[src/rtl/alu_operand_stage_if.sv]
// Operand-stage bus: command channel, write-back port and ALU operand channel.
// The stage takes the slave modport; whoever drives commands and consumes operands takes master.
interface alu_operand_stage_if #(
  parameter int DATA_W = 16,
  parameter int REG_AW = 3,
  parameter int IMM_W  = 5
);
  logic              cmd_valid;
  logic              cmd_ready;
  logic [REG_AW-1:0] cmd_rn;
  logic [REG_AW-1:0] cmd_rm;
  logic [1:0]        cmd_shift;
  logic              cmd_asel;
  logic              cmd_bsel;
  logic [IMM_W-1:0]  cmd_imm;
  logic [1:0]        cmd_aluop;
  logic              wb_en;
  logic [REG_AW-1:0] wb_num;
  logic [DATA_W-1:0] wb_data;
  logic [DATA_W-1:0] Ain;
  logic [DATA_W-1:0] Bin;
  logic [1:0]        ALUop;
  logic              op_valid;
  logic              op_ready;

  modport master (
    output cmd_valid, cmd_rn, cmd_rm, cmd_shift, cmd_asel, cmd_bsel, cmd_imm, cmd_aluop,
    output wb_en, wb_num, wb_data, op_ready,
    input  cmd_ready, Ain, Bin, ALUop, op_valid
  );

  modport slave (
    input  cmd_valid, cmd_rn, cmd_rm, cmd_shift, cmd_asel, cmd_bsel, cmd_imm, cmd_aluop,
    input  wb_en, wb_num, wb_data, op_ready,
    output cmd_ready, Ain, Bin, ALUop, op_valid
  );
endinterface

[src/rtl/alu_operand_stage.sv]
// Operand-fetch stage ahead of the ALU: 8-entry register file, two-cycle A/B read,
// B shifter and source selects, registered operands presented with valid/ready.
module alu_operand_stage #(
  parameter int DATA_W = 16,
  parameter int NREG   = 8,
  parameter int REG_AW = 3,
  parameter int IMM_W  = 5
) (
  input  logic                clk,
  input  logic                rst_n,
  alu_operand_stage_if.slave  io
);

  localparam logic [1:0] S_IDLE   = 2'd0;
  localparam logic [1:0] S_LOAD_A = 2'd1;
  localparam logic [1:0] S_LOAD_B = 2'd2;
  localparam logic [1:0] S_ISSUE  = 2'd3;

  function automatic logic [DATA_W-1:0] shift_b(input logic [1:0] sh, input logic [DATA_W-1:0] v);
    logic [DATA_W-1:0] r;
    case (sh)
      2'b00:   r = v;
      2'b01:   r = {v[DATA_W-2:0], 1'b0};
      2'b10:   r = {1'b0, v[DATA_W-1:1]};
      2'b11:   r = {v[DATA_W-1], v[DATA_W-1:1]};
      default: r = v;
    endcase
    return r;
  endfunction

  function automatic logic [DATA_W-1:0] sext_imm(input logic [IMM_W-1:0] imm);
    return {{(DATA_W-IMM_W){imm[IMM_W-1]}}, imm};
  endfunction

  logic [1:0]        state_q, state_d;
  logic [DATA_W-1:0] rf_q [NREG];
  logic [DATA_W-1:0] rf_d [NREG];
  logic [REG_AW-1:0] rn_q, rn_d, rm_q, rm_d;
  logic [1:0]        shift_q, shift_d, aluop_q, aluop_d;
  logic              asel_q, asel_d, bsel_q, bsel_d;
  logic [IMM_W-1:0]  imm_q, imm_d;
  logic [DATA_W-1:0] a_q, a_d, b_q, b_d;
  logic [DATA_W-1:0] ain_q, ain_d, bin_q, bin_d;
  logic [1:0]        alu_op_q, alu_op_d;
  logic              op_valid_q, op_valid_d;
  logic              cmd_ready_q, cmd_ready_d;
  logic [DATA_W-1:0] rd_a_s, rd_b_s;

  // Register-file write port, active in every state
  always_comb begin
    rf_d = rf_q;
    if (io.wb_en) begin
      rf_d[io.wb_num] = io.wb_data;
    end else begin
      rf_d = rf_q;
    end
  end

  // Read ports with write-through bypass so a same-cycle write is never missed
  always_comb begin
    rd_a_s = rf_q[rn_q];
    rd_b_s = rf_q[rm_q];
    if (io.wb_en && (io.wb_num == rn_q)) begin
      rd_a_s = io.wb_data;
    end else begin
      rd_a_s = rf_q[rn_q];
    end
    if (io.wb_en && (io.wb_num == rm_q)) begin
      rd_b_s = io.wb_data;
    end else begin
      rd_b_s = rf_q[rm_q];
    end
  end

  // FSM next-state, command latch, operand fetch and output formation
  always_comb begin
    state_d  = state_q;
    rn_d     = rn_q;
    rm_d     = rm_q;
    shift_d  = shift_q;
    asel_d   = asel_q;
    bsel_d   = bsel_q;
    imm_d    = imm_q;
    aluop_d  = aluop_q;
    a_d      = a_q;
    b_d      = b_q;
    ain_d    = ain_q;
    bin_d    = bin_q;
    alu_op_d = alu_op_q;
    case (state_q)
      S_IDLE: begin
        if (io.cmd_valid) begin
          rn_d    = io.cmd_rn;
          rm_d    = io.cmd_rm;
          shift_d = io.cmd_shift;
          asel_d  = io.cmd_asel;
          bsel_d  = io.cmd_bsel;
          imm_d   = io.cmd_imm;
          aluop_d = io.cmd_aluop;
          state_d = S_LOAD_A;
        end else begin
          state_d = S_IDLE;
        end
      end
      S_LOAD_A: begin
        a_d     = rd_a_s;
        state_d = S_LOAD_B;
      end
      S_LOAD_B: begin
        // Outputs are formed from the B value being loaded on this same edge
        b_d      = rd_b_s;
        ain_d    = asel_q ? {DATA_W{1'b0}} : a_q;
        bin_d    = bsel_q ? sext_imm(imm_q) : shift_b(shift_q, rd_b_s);
        alu_op_d = aluop_q;
        state_d  = S_ISSUE;
      end
      S_ISSUE: begin
        if (io.op_ready) begin
          state_d = S_IDLE;
        end else begin
          state_d = S_ISSUE;
        end
      end
      default: begin
        state_d = S_IDLE;
      end
    endcase
    op_valid_d  = (state_d == S_ISSUE);
    cmd_ready_d = (state_d == S_IDLE);
  end

  // State, register file and output registers; reset aborts any command and pending write
  always_ff @(posedge clk or negedge rst_n) begin
    if (!rst_n) begin
      state_q     <= S_IDLE;
      for (int i = 0; i < NREG; i++) begin
        rf_q[i] <= {DATA_W{1'b0}};
      end
      rn_q        <= {REG_AW{1'b0}};
      rm_q        <= {REG_AW{1'b0}};
      shift_q     <= 2'b00;
      asel_q      <= 1'b0;
      bsel_q      <= 1'b0;
      imm_q       <= {IMM_W{1'b0}};
      aluop_q     <= 2'b00;
      a_q         <= {DATA_W{1'b0}};
      b_q         <= {DATA_W{1'b0}};
      ain_q       <= {DATA_W{1'b0}};
      bin_q       <= {DATA_W{1'b0}};
      alu_op_q    <= 2'b00;
      op_valid_q  <= 1'b0;
      cmd_ready_q <= 1'b1;
    end else begin
      state_q     <= state_d;
      rf_q        <= rf_d;
      rn_q        <= rn_d;
      rm_q        <= rm_d;
      shift_q     <= shift_d;
      asel_q      <= asel_d;
      bsel_q      <= bsel_d;
      imm_q       <= imm_d;
      aluop_q     <= aluop_d;
      a_q         <= a_d;
      b_q         <= b_d;
      ain_q       <= ain_d;
      bin_q       <= bin_d;
      alu_op_q    <= alu_op_d;
      op_valid_q  <= op_valid_d;
      cmd_ready_q <= cmd_ready_d;
    end
  end

  assign io.cmd_ready = cmd_ready_q;
  assign io.op_valid  = op_valid_q;
  assign io.Ain       = ain_q;
  assign io.Bin       = bin_q;
  assign io.ALUop     = alu_op_q;

endmodule

[src/flat_wrapper.sv]
// flat-port wrapper written by rule: the top's interface ports become plain ports
module alu_operand_stage_flat 
#(
  parameter int DATA_W = 16,
  parameter int NREG   = 8,
  parameter int REG_AW = 3,
  parameter int IMM_W  = 5
)
  (clk, rst_n, io_cmd_valid, io_cmd_rn, io_cmd_rm, io_cmd_shift, io_cmd_asel, io_cmd_bsel, io_cmd_imm, io_cmd_aluop, io_wb_en, io_wb_num, io_wb_data, io_op_ready, io_cmd_ready, io_Ain, io_Bin, io_ALUop, io_op_valid);
  alu_operand_stage_if #(.DATA_W(DATA_W), .REG_AW(REG_AW), .IMM_W(IMM_W)) io_i ();
  input  logic clk;
  input  logic rst_n;
  input wire logic [$bits(io_i.cmd_valid)-1:0] io_cmd_valid;
  input wire logic [$bits(io_i.cmd_rn)-1:0] io_cmd_rn;
  input wire logic [$bits(io_i.cmd_rm)-1:0] io_cmd_rm;
  input wire logic [$bits(io_i.cmd_shift)-1:0] io_cmd_shift;
  input wire logic [$bits(io_i.cmd_asel)-1:0] io_cmd_asel;
  input wire logic [$bits(io_i.cmd_bsel)-1:0] io_cmd_bsel;
  input wire logic [$bits(io_i.cmd_imm)-1:0] io_cmd_imm;
  input wire logic [$bits(io_i.cmd_aluop)-1:0] io_cmd_aluop;
  input wire logic [$bits(io_i.wb_en)-1:0] io_wb_en;
  input wire logic [$bits(io_i.wb_num)-1:0] io_wb_num;
  input wire logic [$bits(io_i.wb_data)-1:0] io_wb_data;
  input wire logic [$bits(io_i.op_ready)-1:0] io_op_ready;
  output wire logic [$bits(io_i.cmd_ready)-1:0] io_cmd_ready;
  output wire logic [$bits(io_i.Ain)-1:0] io_Ain;
  output wire logic [$bits(io_i.Bin)-1:0] io_Bin;
  output wire logic [$bits(io_i.ALUop)-1:0] io_ALUop;
  output wire logic [$bits(io_i.op_valid)-1:0] io_op_valid;
  assign io_i.cmd_valid = io_cmd_valid;
  assign io_i.cmd_rn = io_cmd_rn;
  assign io_i.cmd_rm = io_cmd_rm;
  assign io_i.cmd_shift = io_cmd_shift;
  assign io_i.cmd_asel = io_cmd_asel;
  assign io_i.cmd_bsel = io_cmd_bsel;
  assign io_i.cmd_imm = io_cmd_imm;
  assign io_i.cmd_aluop = io_cmd_aluop;
  assign io_i.wb_en = io_wb_en;
  assign io_i.wb_num = io_wb_num;
  assign io_i.wb_data = io_wb_data;
  assign io_i.op_ready = io_op_ready;
  assign io_cmd_ready = io_i.cmd_ready;
  assign io_Ain = io_i.Ain;
  assign io_Bin = io_i.Bin;
  assign io_ALUop = io_i.ALUop;
  assign io_op_valid = io_i.op_valid;
  alu_operand_stage #(.DATA_W(DATA_W), .NREG(NREG), .REG_AW(REG_AW), .IMM_W(IMM_W)) u_core (.clk(clk), .rst_n(rst_n), .io(io_i));
endmodule
[config.mk]
export PLATFORM = sky130hd
export DESIGN_NAME = alu_operand_stage_flat
export DESIGN_NICKNAME = d
export VERILOG_FILES = /design/src/rtl/alu_operand_stage_if.sv /design/src/rtl/alu_operand_stage.sv /design/src/flat_wrapper.sv
export SDC_FILE = /design/constraint.sdc
export NUM_CORES = 1
export LEC_CHECK = 0
export CAP_MARGIN = 20
export CORE_MARGIN = 4
export CORE_UTILIZATION = 29
export DETAILED_ROUTE_END_ITERATION = 16
export PLACE_DENSITY_LB_ADDON = 0.05
export REMOVE_ABC_BUFFERS = 1
export SYNTH_ARGS = -nofsm -noshare
export SYNTH_HDL_FRONTEND = slang
export SYNTH_SLANG_ARGS = --single-unit
[constraint.sdc]
create_clock -name clk -period 2.2 [get_ports clk]
set_input_delay 0.33 -clock clk [delete_from_list [all_inputs] [get_ports clk]]
set_output_delay 0.33 -clock clk [all_outputs]
set_load 0.03 [all_outputs]
Word-level counts from Yosys, hierarchy flattened

Cells that the tools add are included.

$add $sub $neg: 0
Multiplexer cells: 17
Bitwise gates (word level): 3
Shift operators: 0
Multipliers: 0
Divide/modulo/power cells: 0
$lt $le $gt $ge: 4
Reductions and logical operators: 7
Equality and inequality tests: 9

Operator list:

| cell                                                                          | number |
|---|---|
| 16-bit 2-to-1 mux                                                             | 9 |
| 128-bit bitwise mux                                                           | 1 |
| 16-bit binary-select mux with 3-bit select                                    | 2 |
| 16-bit one-hot mux with 4 select lines                                        | 1 |
| 16-bit demux with 3-bit select                                                | 1 |
| 4-bit greater-or-equal comparator (second input constant)                     | 3 |
| 3-bit NOT with 4-bit output                                                   | 3 |
| 2-bit equality test (second input constant)                                   | 5 |
| 2-bit one-hot mux with 4 select lines                                         | 1 |
| 3-bit equality test                                                           | 2 |
| 2-bit zero test                                                               | 3 |
| 2-bit by 1-bit equality test with 1-bit output (second input constant)        | 2 |
| 4-bit by 1-bit less-than comparator with 1-bit output (second input constant) | 1 |
| 1-bit logical AND                                                             | 3 |
| 2-bit 2-to-1 mux                                                              | 1 |
| 2-bit AND reduction                                                           | 1 |
| 1-bit 2-to-1 mux                                                              | 1 |

Register bits after elaboration: 199
Memories: 0
RAM bits: 0
ROM bits: 0
Bits in latches: 0
Logic and storage cells: 62
Output and inout bits: 36

Depth between registers and ports, before layout

Gate-level depths: netlist (run 1).

Depth in word-level cells: 7
Depth in mapped cells: 9
Mapped depth without buffers: 6

Worst setup path before layout (run 1)

No wires, ideal clock.

Path kind: reg-to-reg
Start point: reg u_core.rm_q[0]
End point: reg u_core.bin_q[13] (netlist: u_core.io.Bin[13])
Arrival: 1745 ps
Buffers on the path: 2
Stages on the path, launching flop included: 9
Setup slack: 333 ps
Path through: dfrtp_1 buf_6 buf_8 mux4_2 mux2i_1 and2_2 o32ai_1 a221oi_2 nor2_1

Cells in the longest elaborated chain, start to end: 7
Elaborated cells on any way between the ends: 9
Classes of those cells: eq/ne: 1; mux: 6; bitwise: 1; reduce/logical: 1

RTL lines:

| item                                                  | RTL line                 | RTL |
|---|---|---|
| start: declaration                                    | alu_operand_stage.sv:38  | `logic [REG_AW-1:0] rn_q, rn_d, rm_q, rm_d;` |
| start signal: assignment                              | alu_operand_stage.sv:140 | `rm_q <= {REG_AW{1'b0}};` |
| start signal: assignment                              | alu_operand_stage.sv:157 | `rm_q <= rm_d;` |
| 3-bit NOT with 4-bit output                           | -                        |  |
| 16-bit binary-select mux with 3-bit select            | alu_operand_stage.sv:71  | `rd_b_s = rf_q[rm_q];` |
| 16-bit 2-to-1 mux (implied by the code) (2 in series) | alu_operand_stage.sv:71  |  |
| 16-bit 2-to-1 mux (*)                                 | alu_operand_stage.sv:68  | `if (io.wb_en && (io.wb_num == rm_q)) begin` |
| 16-bit one-hot mux with 4 select lines (*)            | alu_operand_stage.sv:21  | `case (sh)` |
| 16-bit 2-to-1 mux (*)                                 | alu_operand_stage.sv:113 | `bin_d = bsel_q ? sext_imm(imm_q) : shift_b(shift_q, rd_b_s);` |
| end signal: assignment                                | alu_operand_stage.sv:149 | `bin_q <= {DATA_W{1'b0}};` |
| end signal: assignment                                | alu_operand_stage.sv:166 | `bin_q <= bin_d;` |
| end: declaration                                      | alu_operand_stage.sv:43  | `logic [DATA_W-1:0] ain_q, ain_d, bin_q, bin_d;` |

Mark *: on every way between the ends. The rest lies on a longest branch, timed or not. The select of a mux whose other input is x is not followed.
A chain may end at the register's enable or synchronous reset.

Final worst setup path (run 1)

Same ends and word-level chain as after synthesis.

==> key figures, run 1 <==
Run status
  – Status: complete, no violations

Placed design
  – Placed cell area: about 0.012 mm²
  – Port buffer count: 76
  – Post-DP HPWL: 22.1 mm
  – GP Congestion: between 0.8 and 0.9
  – Inst Count DP: 1326

Global routing
  – Global-route wire length before repair: a little under 50 mm
  – Total Routing Usage GR: roughly 17%
  – Vias in the first global route: between 7000 and 8000
  – Largest net degree at the start of global routing: 51
  – Overflow after GRT: 0
  – Antenna violations before repair: 0

Die
  – Die ar.: slightly below 0.04 mm²
  – I/O pin cnt: 77
  – Die Ht: between 150 and 200 µm
  – Initial Util: ~30%
  – Std cell rows: 68
  – Core area: approximately 0.035 mm²
  – Die W: approximately 200 µm

Routing
  – Detailed-router iteration count before antenna repair: 5
  – Via count: approximately 7000
  – 1st-iter DRT viols: between 300 and 400
  – Post-detailed-route wirelength per cell: about 24 µm
  – ANT nets after route: 0
  – DRT Wirelength: 32.7 mm
  – Vias per inst: roughly 5.2
  – Detailed-route DRC error count: 0

Timing
  – Final cycle utilization of the critical path: 95.9%
  – Slew Viols, Final: 0
  – Fmax: 474 MHz
  – Setup-failing EPs final: 0
  – Clock Skews: 0.0157 ns
  – Final Hold Vio Count: 0
  – Crit path time final: 2.11 ns
  – Fin Setup TNS: 0 ns
  – Slew Limit Headroom: 41.1%
  – Least-Margin Pin Slew: between 0.8 and 0.9 ns

Synth
  – YS warnings: 0
  – Syn Inst Count: 800
  – XOR/XNOR share of the synthesized area: less than 1%
  – Synth top area share: between 40% and 50%
  – Yosys reg bits: ~200
  – Syn Area/Cell: between 10 and 15 µm²
  – Count of unique library cells instantiated by Yosys: 48
  – Synth top area cells: dfrtp_1, mux2_2, mux4_2
  – Ys flop type: dfrtp_1
  – Register area share after synthesis: between 40% and 50%
  – Top cells by count, synth: dfrtp_1, mux2_2, nand2_1
  – Most frequent cell after synthesis: dfrtp_1
  – Share of flip-flops with an asynchronous set or reset: 100%
  – Compound-gate portion of the synthesized area: under 10%
  – Largest family of logic cells by synthesized area: multiplexers
  – Simple logic cell fraction of the synthesized area: 9.34%
  – Synth area leader: dfrtp_1
  – Cell Area, Synth: approximately 0.010 mm²
  – Post-synth EDFFs: 0
  – Post-synthesis mux area share: ~32%
  – Synth Area in Adders: 0%

Cells and area
  – Synth-to-layout area growth: 23.9%
  – Finished Cell Area: 0.0128 mm²
  – Nets: roughly 940
  – Post-Route Utilization: 36.7%
  – Share of layout cells above drive strength 1: 35.3%
  – # fillers: ~3400
  – Finished Layout Cells: 1367

Power and ir drop
  – Maximum vdd ir drop: 0.000684 V
  – Power Density: between 1000 and 1500 mW/mm²
  – Static Leakage: between 5 and 6 nW
  – Power Total: roughly 18 mW

Clocking
  – CTS tree: yes
  – Clk_lat worst skew: approximately 0.45 ns
  – Clock buffer depth: 2
  – Inserted Clock Buffers: 17
  – Clk slew on worst S/H paths: about 0.08 ns
  – H-tree depth: 4
  – TritonCTS Sinks: 199
  – Clock Tree Root: clkbuf_16

Min path
  – Hold Crit Class: input port to asynchronous set/reset pin

Run
  – Max Cap Viol: 0

Setup path
  – Setup Crit Path Kind: register to register
  – Reg2reg setup slack: 0.09 ns
  – CP Launch Type: register
  – R2R cell count: 8
  – Critical Path AT: 2.45 ns
  – WP data required: around 2.5 ns
  – CP max FO: 8
  – Element type at the critical path end: register
==> final cells by class <==
cell class                 count  area, µm²  area share [%]
antenna                        1       2.50          0.0196
tap                          455        569            4.46
multi-input combinational    527       5000            39.2
clock buffer                  18        439            3.44
timing repair buffer         151       1610            12.6
inverter                       2       7.51          0.0588
clock inverter                14        163            1.27
sequential                   199       4980            39.0
==> worst paths after layout <==
path / start / end
setup / recovery: u_core.rm_q[0]$_DFFE_PN0P_ / u_core.io.Bin[13]$_DFFE_PN0N_
hold reg to reg: u_core.io.Ain[13]$_DFFE_PN0N_ / u_core.io.Ain[13]$_DFFE_PN0N_
hold / removal: rst_n / u_core.io.Ain[6]$_DFFE_PN0N_
max in group asynchronous: rst_n / u_core.rf_q[127]$_DFFE_PN0P_
setup reg to reg: u_core.rm_q[0]$_DFFE_PN0P_ / u_core.io.Bin[13]$_DFFE_PN0N_
min in group clk: u_core.io.Ain[13]$_DFFE_PN0N_ / u_core.io.Ain[13]$_DFFE_PN0N_
==> sequential cells by signal, indices dropped and copies added, names as in the netlist <==
register and count:
u_core.bsel_q 1, u_core.rf_q 128, u_core.imm_q 5, u_core.rm_q 3, u_core.io.op_valid 1, u_core.io.ALUop 2, u_core.asel_q 1, u_core.shift_q 2
u_core.a_q 16, u_core.rn_q 3, u_core.io.Ain 16, u_core.io.Bin 16, u_core.aluop_q 2, u_core.io.cmd_ready 1, u_core.state_q 2
==> logic make-up after synthesis <==
kind of cell    count (synthesis)
mux                           230
flops                         199
simple gates                  195
compound gates                 96
buf+inv                        74
xor+xnor                        6
==> worst max-delay path, cell delays in order (launching register included) <==
cell and delay [ns]:
dfrtp_2 0.39, buf_12 0.18, mux4_2 0.55, mux2i_4 0.18
buf_4 0.14, and2_2 0.15, o32ai_1 0.10, a221oi_2 0.25
nor2_1 0.06
==> layout by cell type, fill, tap and decap left out, types with 3 or more instances in the layout <==
cell type	synthesis	layout
dfrtp_1	198	196
mux2_2	144	144
nand2_1	98	98
clkdlybuf4s50_1	0	75
buf_4	2	52
mux4_2	48	49
o21ai_0	47	46
nor2_1	32	31
nand3b_1	24	24
buf_12	2	19
mux2i_1	22	18
clkbuf_16	0	18
a21oi_1	16	16
nand2b_1	15	15
mux4_1	16	15
a31oi_1	11	9
xnor2_1	5	5
inv_6	0	5
and3_1	5	4
a22oi_1	4	4
nor4_1	4	4
o211ai_1	4	4
clkinvlp_4	0	4
nand4b_1	3	3
o22ai_1	3	3
mux2i_2	0	3
==> per-layer routing <==
metal | track usage (%) | up-vias | wire length, µm | share of wire, %
met5 | 0 | - | 0 | 0
met4 | 5.68 | 0 | 928 | 2.8
met3 | 3.11 | 39 | 1410 | 4.3
met2 | 28.4 | 191 | 15900 | 48
met1 | 22.8 | 3699 | 14500 | 44
li1 | - | 3154 | - | -
==> where the power goes <==
part           internal, mW  leakage (nW)  total, mW  switching [mW]
sequential             4.81          2.41       5.83            1.02
clock                  1.74         0.282       3.28            1.54
combinational          4.49          2.60       9.06            4.57
==> what timing repair did <==
action | in CTS | in global routing
pin swaps | 0 | 0
gates cloned | 0 | 1
hold buffers | 1 | 0
endpoints found under the setup margin | 1 | 10
setup buffers | 0 | 6
hold endpoints to repair | 43 | 0
gates resized for setup | 1 | 13
==> per-stage QoR <==
stage          hold WS [ns]  setup slack (ns)
5_1_grt               0.426          -0.00334
3_3_place_gp          0.329           -0.0255
2_1_floorplan        0.0344            -0.656
3_5_place_dp          0.337            -0.115
6_report              0.414            0.0900
4_1_cts               0.411           0.00699
No activity file was read; power rests on OpenSTA's default activity.
==> run 2: changes to the inputs <==
--- a/config.mk
+++ b/config.mk
@@ -8,6 +8,7 @@
 export CAP_MARGIN = 20
 export CORE_MARGIN = 4
 export CORE_UTILIZATION = 29
+export CTS_CLUSTER_SIZE = 28
 export DETAILED_ROUTE_END_ITERATION = 16
 export PLACE_DENSITY_LB_ADDON = 0.05
 export REMOVE_ABC_BUFFERS = 1
==> constraint.sdc (replaced) <==
create_clock -name clk -period 2.2 [get_ports clk]
set_input_delay 0.22 -clock clk [delete_from_list [all_inputs] [get_ports clk]]
set_output_delay 0.22 -clock clk [all_outputs]
set_load 0.03 [all_outputs]
==> run 2 against run 1 <==
Net effect:
- worst hold slack got worse by 0.083 ns
- design area decreased by 0.89%
- clock power increased by 2%
- non-clock buffer count decreased by 12
- sequential power about the same
- count of clock-buffer cells in the layout decreased by 1
- routed wire length decreased by 2.0%
- power decreased by 1.2%
- final cell count decreased by 0.88%
- critical path type unchanged
- critical endpoint is now u_core.io.Bin[14]$_DFFE_PN0N_
- largest power group unchanged
==> key figures, run 2 (same netlist as run 1, synthesis figures left out) <==
Run status
  – Status: complete, no violations

Setup path
  – Worst Path Buf+Inv: 1 (-1)
  – Crit path cell chain: buf_12, mux4_1, nand2b_1, and3_1, o32ai_1, a221oi_1, nor2_1
  – Crit path max-delay cell type: mux4_1
  – Element type at the critical path end: register
  – Worst r2r dst: u_core.io.Bin[14]$_DFFE_PN0N_
  – Worst path top cell family by delay: multiplexers
  – Critical Path AT: 2.42 ns (-0.03 ns)
  – Reg2reg setup slack: 0.11 ns (+0.02 ns)
  – CP max FO: 8 (unchanged)
  – Setup Crit Path Kind: register to register
  – Reg2Reg Launch Point: u_core.rm_q[0]$_DFFE_PN0P_
  – R2R cell count: 7 (-1)
  – CP Launch Type: register
  – WP data required: 2.53 ns (about the same)
  – Max incr delay on CP: 0.59 ns (+0.04 ns)

Global routing
  – GR peak layer: met2
  – Met3 Use GR: 2.80% (-0.31 points)
  – Global-route wire length before repair: 49.1 mm (-0.32%)
  – Total Routing Usage GR: 17.0% (-0.12 points)
  – GR Util met1: 23.6% (+0.74 points)
  – Met2 Track Usage GR: 27.7% (-0.72 points)
  – Overflow after GRT: 0 (unchanged)
  – Antenna violations before repair: 0 (unchanged)
  – Vias in the first global route: 7484 (+0.24%)
  – Largest net degree at the start of global routing: 59 (+16%)

Timing
  – Setup WS post-layout: 0.111 ns (+0.0212 ns)
  – Unrepaired setup endpoints after global routing: yes
  – Least-Margin Pin Slew: 0.885 ns (+0.00205 ns)
  – Slew Limit Headroom: 41.0% (-0.14 points)
  – Final cycle utilization of the critical path: 94.9% (-0.96 points)
  – Fmax: 479 MHz (+1.0%)
  – Setup-failing EPs final: 0 (unchanged)
  – Final Hold Vio Count: 0 (unchanged)
  – Slew Viols, Final: 0 (unchanged)
  – Clock Skews: 0.00696 ns (-0.00875 ns)
  – Hold Slack: 0.330 ns (-0.0834 ns)
  – Crit path time final: 2.09 ns (-0.0212 ns)
  – Fin Setup TNS: 0 ns (unchanged)

Cells and area
  – Most frequent cells in the layout: dfrtp_1, mux2_2, nand2_1
  – Biggest register: u_core.rf_q
  – Commonest non-fill, non-tap cell in the layout: dfrtp_1
  – Area occupied by multi-input gates: 0.00501 mm² (+0.18%)
  – Nets: 927 (-1.3%)
  – Synth-to-layout area growth: 22.8%
  – # fillers: 3342 (-0.27%)
  – Largest register FFs: 128 (unchanged)
  – Register area: 0.00498 mm² (unchanged)
  – Share of layout cells above drive strength 1: 34.3% (-1.1 points)

Clocking
  – H-tree depth: 4 (unchanged)
  – TritonCTS Sinks: 199 (unchanged)
  – Clk_lat worst skew: 0.45 ns (about the same)
  – CTS tree: yes
  – Clock Tree Root: clkbuf_16
  – Clock buffer depth: 2 (unchanged)
  – Inserted Clock Buffers: 17 (unchanged)
  – Clk slew on worst S/H paths: 0.07 ns (about the same)

Power and ir drop
  – Power Density: 1420 mW/mm² (-0.28%)
  – Sequential Power Share: 32.4% (+0.3 points)
  – Static Leakage: 5.23 nW (-1.1%)
  – NetSw: 7.01 mW (-1.7%)
  – Part of the power in combinational logic: 49.1% (-0.8 points)
  – Maximum vdd ir drop: 0.000712 V (+4.0%)
  – Internal power: 10.9 mW (-0.83%)
  – Net Sw Frac: 39.0% (-0.20 points)
  – Clock network power share: 18.6% (+0.6 points)

Routing
  – Post-detailed-route wirelength per cell: 23.6 µm (-1.2%)
  – Vias per inst: 5.19 (+0.13%)
  – ANT nets after route: 0 (unchanged)
  – 1st-iter DRT viols: 337 (-12%)
  – Via count: 7030 (-0.75%)
  – DRT Wirelength: 32.0 mm (-2.0%)
  – Detailed-route DRC error count: 0 (unchanged)
  – Detailed-router iteration count before antenna repair: 5 (unchanged)

Die
  – Std cell rows: 68 (unchanged)
  – Core area: 0.0348 mm² (unchanged)
  – Initial Util: 29.6% (unchanged)
  – Die Ht: 197 µm (unchanged)
  – Die W: 197 µm (unchanged)
  – I/O pin cnt: 77 (unchanged)
  – Die ar.: 0.0386 mm² (unchanged)

Placed design
  – Post-DP HPWL: 21.6 mm (-2.5%)
  – Port buffer count: 76 (unchanged)
  – GP Congestion: 0.788 (-4.0%)
  – DP Worst Slack: -0.0761 ns (+0.0393 ns)

Run
  – Max Cap Viol: 0 (unchanged)

Min path
  – Hold Crit Class: input port to asynchronous set/reset pin
==> run 2: stage by stage <==
step | std cells | total power [mW] | utilization (%) | instance area [µm²]
2_1_floorplan | 728 | 11.0 | - | 9940
3_3_place_gp | 1320 | 14.5 | 34.4 | 12000
3_5_place_dp | 1320 | 14.6 | 34.4 | 12000
4_1_cts | 1353 | 18.1 | 36.2 | 12600
5_1_grt | 1354 | 19.2 | 36.4 | 12700
6_report | 1355 | 18.0 | 36.4 | 12700
==> run 2: power groups by stage <==
stage                     Sequential [mW]  Combinational, mW  Clock [mW]
final                                5.81               8.81        3.33
after global routing                 5.95               9.63        3.58
after CTS                            5.82               8.79        3.47
after detailed placement             5.88               8.73           0
after global placement               5.82               8.69           0
after floorplan                      6.54               4.41           0
==> run 2: how the worst max path moves through the flow <==
| stage | endpoint | slack, ns | startpoint | depth (start not counted) |
|---|---|---|---|---|
| CTS | u_core.io.Bin[13]$_DFFE_PN0N_ | 0.01 | u_core.rm_q[0]$_DFFE_PN0P_ | 8 |
| floorplan | u_core.a_q[0]$_DFFE_PN0N_ | -0.66 | u_core.rn_q[0]$_DFFE_PN0P_ | 4 |
| global route | u_core.io.Bin[13]$_DFFE_PN0N_ | -0.009 | u_core.rm_q[1]$_DFFE_PN0P_ | 8 |
| global placement | u_core.io.Bin[4]$_DFFE_PN0N_ | -0.02 | io_wb_num[0] | 7 |
| finish | u_core.io.Bin[14]$_DFFE_PN0N_ | 0.11 | u_core.rm_q[0]$_DFFE_PN0P_ | 7 |
| detailed placement | u_core.io.Bin[10]$_DFFE_PN0N_ | -0.08 | io_wb_num[2] | 7 |
==> run 2: final cells by class <==
type | instances | share of cell area (%)
diodes | 1 | 0.0198
clock buffers | 17 | 3.36
clock inverters | 15 | 1.50
inverters | 2 | 0.0593
multi-input cells | 527 | 39.6
flip-flops and latches | 199 | 39.4
well taps | 455 | 4.50
repair buffers | 139 | 11.6
==> run 2: layer usage <==
metal / vias to the layer above / routed length (µm)
met5: - / 0
met4: 0 / 676
met3: 31 / 1050
met2: 149 / 15500
met1: 3722 / 14800
li1: 3128 / -
==> run 2: what timing repair did <==
action,CTS,global route
buffers inserted,0,1
pin swaps,0,2
resized for setup,1,12
hold buffers,1,0
endpoints found under the setup margin,1,13
hold endpoints to repair,52,0
